==> config.mk <==
export PLATFORM = sky130hd
export DESIGN_NAME = w_debounce
export DESIGN_NICKNAME = d
export VERILOG_FILES = /design/src/rtl/w_debounce_pkg.sv /design/src/rtl/w_debounce_sync_2ff.sv /design/src/rtl/w_debounce.sv
export SDC_FILE = /design/constraint.sdc
export NUM_CORES = 1
export LEC_CHECK = 0
export CORE_AREA = 2 2 39 41
export CTS_BUF_LIST = sky130_fd_sc_hd__clkbuf_16
export CTS_CLUSTER_DIAMETER = 30
export CTS_CLUSTER_SIZE = 40
export DETAILED_ROUTE_END_ITERATION = 7
export DIE_AREA = 0 0 41 43
export GPL_TIMING_DRIVEN = 1
export PLACE_DENSITY = 0.45
export SLEW_MARGIN = 25
export SYNTH_ARGS = -nofsm -noshare
export SYNTH_HDL_FRONTEND = slang
export SYNTH_SLANG_ARGS = --single-unit
==> constraint.sdc <==
create_clock -name clk -period 3.3 [get_ports clk]
set_input_delay 0.66 -clock clk [delete_from_list [all_inputs] [get_ports clk]]
set_output_delay 0.66 -clock clk [all_outputs]
set_load 0.1 [all_outputs]
==> src/rtl/w_debounce_pkg.sv <==
// Shared types and constants for the w debouncer.
//   state_t            : 2-bit debouncer FSM state encoding
//   STABLE_CYCLES_DEF  : default qualification length in sampled cycles
package w_debounce_pkg;

    localparam int unsigned STABLE_CYCLES_DEF = 4;

    typedef enum logic [1:0] {
        IDLE_LO = 2'b00,
        CHK_HI  = 2'b01,
        IDLE_HI = 2'b10,
        CHK_LO  = 2'b11
    } state_t;

endpackage

==> src/rtl/w_debounce_sync_2ff.sv <==
// Two-flop synchronizer for a single asynchronous level.
//   clk   : sampling clock
//   reset : synchronous, active-high; clears both flops
//   d     : asynchronous input level
//   q     : synchronized level, two clk edges behind d
module sync_2ff (
    input  logic clk,
    input  logic reset,
    input  logic d,
    output logic q
);

    logic meta;

    // First flop may go metastable; second gives it a full cycle to settle.
    always_ff @(posedge clk) begin
        if (reset) begin
            meta <= 1'b0;
            q    <= 1'b0;
        end else begin
            meta <= d;
            q    <= meta;
        end
    end

endmodule

==> src/rtl/w_debounce.sv <==
// Debouncer producing the clean w level and its edge pulses for the
// downstream sequence detector.
// Optional feature: define W_DEBOUNCE_SYNC_EN to put a two-flop
// synchronizer (sync_2ff) in front of the FSM; otherwise raw_in is used
// directly and acceptance happens two edges earlier.
//   clk    : clock, all flops on rising edge
//   reset  : synchronous, active-high
//   raw_in : noisy asynchronous input level
//   w      : debounced level
//   w_rise : one-cycle pulse when w goes 0->1
//   w_fall : one-cycle pulse when w goes 1->0
//   busy   : high while a level change is being qualified
module w_debounce
    import w_debounce_pkg::*;
#(
    parameter int unsigned STABLE_CYCLES = STABLE_CYCLES_DEF
) (
    input  logic clk,
    input  logic reset,
    input  logic raw_in,
    output logic w,
    output logic w_rise,
    output logic w_fall,
    output logic busy
);

    localparam int unsigned CW = $clog2(STABLE_CYCLES + 1);
    localparam logic [CW-1:0] CNT_LAST = CW'(STABLE_CYCLES - 1);

    logic          s;
    state_t        state, state_nxt;
    logic [CW-1:0] cnt, cnt_nxt;
    logic          w_nxt, w_rise_nxt, w_fall_nxt;

`ifdef W_DEBOUNCE_SYNC_EN
    sync_2ff u_sync (
        .clk   (clk),
        .reset (reset),
        .d     (raw_in),
        .q     (s)
    );
`else
    assign s = raw_in;
`endif

    // State and output registers; reset wins over any pending acceptance.
    always_ff @(posedge clk) begin
        if (reset) begin
            state  <= IDLE_LO;
            cnt    <= '0;
            w      <= 1'b0;
            w_rise <= 1'b0;
            w_fall <= 1'b0;
            busy   <= 1'b0;
        end else begin
            state  <= state_nxt;
            cnt    <= cnt_nxt;
            w      <= w_nxt;
            w_rise <= w_rise_nxt;
            w_fall <= w_fall_nxt;
            busy   <= (state_nxt == CHK_HI) || (state_nxt == CHK_LO);
        end
    end

    // Next-state: a candidate level must be seen STABLE_CYCLES edges in a
    // row (counting the entry edge) before w follows it.
    always_comb begin
        state_nxt  = state;
        cnt_nxt    = cnt;
        w_nxt      = w;
        w_rise_nxt = 1'b0;
        w_fall_nxt = 1'b0;
        unique case (state)
            IDLE_LO: begin
                if (s) begin
                    state_nxt = CHK_HI;
                    cnt_nxt   = CW'(1);
                end
            end
            CHK_HI: begin
                if (!s) begin
                    state_nxt = IDLE_LO;
                    cnt_nxt   = '0;
                end else if (cnt == CNT_LAST) begin
                    state_nxt  = IDLE_HI;
                    cnt_nxt    = '0;
                    w_nxt      = 1'b1;
                    w_rise_nxt = 1'b1;
                end else begin
                    cnt_nxt = cnt + CW'(1);
                end
            end
            IDLE_HI: begin
                if (!s) begin
                    state_nxt = CHK_LO;
                    cnt_nxt   = CW'(1);
                end
            end
            CHK_LO: begin
                if (s) begin
                    state_nxt = IDLE_HI;
                    cnt_nxt   = '0;
                end else if (cnt == CNT_LAST) begin
                    state_nxt  = IDLE_LO;
                    cnt_nxt    = '0;
                    w_nxt      = 1'b0;
                    w_fall_nxt = 1'b1;
                end else begin
                    cnt_nxt = cnt + CW'(1);
                end
            end
            default: begin
                state_nxt = IDLE_LO;
                cnt_nxt   = '0;
            end
        endcase
    end

endmodule

==> out/qor.yml <==
synthesis:
  ys_types: 19
  ys_warn_count: 0
  synth_area_um2: 339.1
  synth_fa_ha_area_share_pct: 3.690
  synth_xor_area_share_pct: 5.166
  synthFlopType: "dfxtp_1"
  synth.largest_area_cell: "dfxtp_1"
  yosysSeqAreaShare_pct: 47.23
  yosysMostFrequentCell: "dfxtp_1"
  synth_cells: 33
  synth_compound_area_share_pct: 10.70
  synth.top_cells.by_count: "dfxtp_1 (8), a21oi_1 (3)"
  synth_nets: 37
  synth_top_family_by_area: "simple AND/OR/NAND/NOR gates"
  avgSynthCellArea_um2: 10.28
  synth-async-reset-ratio_pct: 0
  synth_edf_count: 0
  synth_simple_gate_area_share_pct: 26.20
  synth.area.top_cells: "dfxtp_1 (47%), nor4b_1 (5.2%), a21oi_1 (4.4%)"
  synth_top_area_share_pct: 47.23
  muxShareOfSynthArea_pct: 4.428
  ys_seq_elements: 8
critical_path:
  endpoint_kind: "register"
  worstSetupPathType: "in2reg"
  critPathMaxStageDelay_ps: 580
  crit_chain: "clkdlybuf4s50_1 > xor2_1 > mux2_4 > nor3b_2"
  r2r-start: "state[1]$_SDFF_PP0_"
  rr_endpoint: "cnt[2]$_SDFFE_PP0P_"
  slowest_stage: "clkdlybuf4s50_1"
  critical_path.top_delay_family: "buffers and inverters"
  rrSetupSlack_ps: 2020
  path_buf_inv: 1
  reg2regPathDepth: 3
  cp_data_required_time_ps: 3460
  worst_ep_arrival_time_ps: 2020
  crit_fanout: 6
  cp-start-kind: "primary input"
sta:
  whs_ps: 492.3
  timing.fmax_ghz: 0.5365
  finalSetupTns_ps: 0
  slew_violations: 0
  rsz0062_at_grt: "false"
  final_hold_viol_count: 0
  final.period_utilization_pct: 56.48
  max_slew_margin_pct: 79.58
  layout_min_cycle_time_ps: 1864
  clock_skew_ps: 0.9797
  setup_viol: 0
  worstMarginPinSlew_ps: 305.2
detailed_routing:
  routedWlPerCell_um: 11.18
  wl_um: 637
  via_per_inst: 4.526
  drt_iter0_drc: 2
  antenna_left: 0
  vias: 258
  drc: 0
  drtPass1Iterations: 4
pwr:
  ir_worst_vdd_mv: 0.4177
  p_leak_nw: 0.1950
  power_mw: 0.3293
  power_frac_seq_pct: 31.1
  power.internal_mw: 0.2647
  sw_frac_of_total_pct: 19.63
  p_clk_share_pct: 61.1
  switchingPower_mw: 0.06464
  combPwrFrac_pct: 7.8
  p_per_area_nw_per_um2: 687.2
clock_tree:
  numCtsBuffers: 3
  cts_tree: "yes"
  cts_root_buf: "clkbuf_16"
  ctsHtreeMaxLevel: 1
  clock_sinks: 8
  clockBufferDepth: 2
  cts-resized-gates: 0
  clkTransAtPathRegs_ps: 40
  insertion_delay_ps: 230
  postCtsSetupRepairBufs: 0
  cts_hold_buf: 0
global_routing:
  grt_pass1_vias: 242
  antenna_found_initial: 0
  grt.total_usage_pct: 9.677
  grt_max_degree: 9
  overflow: 0
  grt_pass1_wl_um: 1083
place:
  port_buffers: 6
  hpwl_um: 450.4
  placed_cell_area_um2: 404.1
  place_inst: 54
  gp_congestion: 0.7924
floorplanning:
  die_x_um: 41
  rows: 14
  coreArea_um2: 1384
  die_area_um2: 1763
  die_h_um: 43
  start_util_pct: 24.50
  ioPinCount: 7
layout:
  final_cell_area_um2: 479.2
  area.growth.synth_to_final_pct: 41.33
  final_layout_size_suffix_gt1_share_pct: 21.95
  nets: 47
  stdcell_count: 57
  insertedDiodeCount: 0
min_path:
  hp-class: "reg2reg"
  hold_end: "w$_SDFFE_PP0P_"
  hold_depth: 2
  hp-start: "w$_SDFFE_PP0P_"
flow_run:
  drv_cap: 0
status:
  status: "complete, no violations"
-- power by group through the flow --
stage | combinational (mW) | clock [mW] | sequential, mW
finish | 0.0256 | 0.201 | 0.102
global route | 0.0279 | 0.211 | 0.103
CTS | 0.0258 | 0.208 | 0.102
detailed placement | 0.0258 | 0 | 0.104
global placement | 0.0255 | 0 | 0.104
floorplan | 0.00956 | 0 | 0.113
-- through the flow --
stage | worst slack (ps) | util [%]
6_report | 1436 | 34.63
3_5_place_dp | 1209 | 29.20
4_1_cts | 1439 | 34.63
3_3_place_gp | 1223 | 29.20
2_1_floorplan | 1606 | -
5_1_grt | 1353 | 34.63
-- cells by family after synthesis --
logic type	count (synthesis)
and+or+nand+nor	13
DFF	8
AOI/OAI and AO/OA	6
adders and majority gates	1
muxes	1
buffers and inverters	2
xor gates and xnor gates	2
-- routing by layer --
layer	track usage, %	wire length (µm)
met5	0	0
met4	8.000	24
met3	3.141	48
met2	12.50	285
met1	12.38	277
-- how the worst max path moves through the flow --
stage | slack (ps) | end | startpoint | depth (start not counted)
finish | 1440 | cnt[2]$_SDFFE_PP0P_ | raw_in | 4
global route | 1350 | cnt[2]$_SDFFE_PP0P_ | raw_in | 4
CTS | 1440 | cnt[2]$_SDFFE_PP0P_ | raw_in | 4
detailed placement | 1210 | cnt[2]$_SDFFE_PP0P_ | raw_in | 4
global placement | 1220 | cnt[2]$_SDFFE_PP0P_ | raw_in | 4
floorplan | 1610 | w$_SDFFE_PP0P_ | busy$_SDFF_PP0_ | 3
-- layout by cell type, fill, tap and decap left out --
| cell | synthesis | layout |
|---|---|---|
| dfxtp_1 | 8 | 8 |
| buf_4 | 0 | 4 |
| a21oi_1 | 3 | 3 |
| clkbuf_16 | 0 | 3 |
| nand3b_1 | 2 | 2 |
| nand2_1 | 2 | 2 |
| nor2_1 | 2 | 2 |
| nand2b_1 | 2 | 2 |
| nor4b_1 | 2 | 2 |
| clkdlybuf4s50_1 | 0 | 2 |
| xor2_1 | 1 | 1 |
| and4b_1 | 1 | 1 |
| mux2_4 | 1 | 1 |
| nor3b_2 | 1 | 1 |
| xnor2_1 | 1 | 1 |
| nand4_1 | 1 | 1 |
| inv_1 | 1 | 1 |
| a221oi_1 | 1 | 1 |
| o21ai_0 | 1 | 1 |
| o21bai_1 | 1 | 1 |
| ha_1 | 1 | 1 |
-- registers in the layout, summed over array words and instances (netlist names) --
| name | flops |
|---|---|
| busy | 1 |
| w_fall | 1 |
| state | 1 |
| w | 1 |
| cnt | 3 |
| w_rise | 1 |
-- layout make-up --
| class | count | area [µm²] |
|---|---|---|
| fill | 148 | 904.6 |
| sequential | 8 | 160.2 |
| multi-input combinational | 23 | 170.2 |
| inverter | 1 | 3.754 |
| clock buffer | 3 | 75.07 |
| timing repair buffer | 6 | 50.05 |
| tap | 16 | 20.02 |
-- worst register-to-register path, delay by kind of cell (launching register included) --
kind | cells | cell delay, ps
flip-flops | 1 | 430
multiplexers | 1 | 340
AND/OR/NAND/NOR | 1 | 130
XOR/XNOR | 1 | 310
Note: power is estimated with default switching activity, not from simulation.
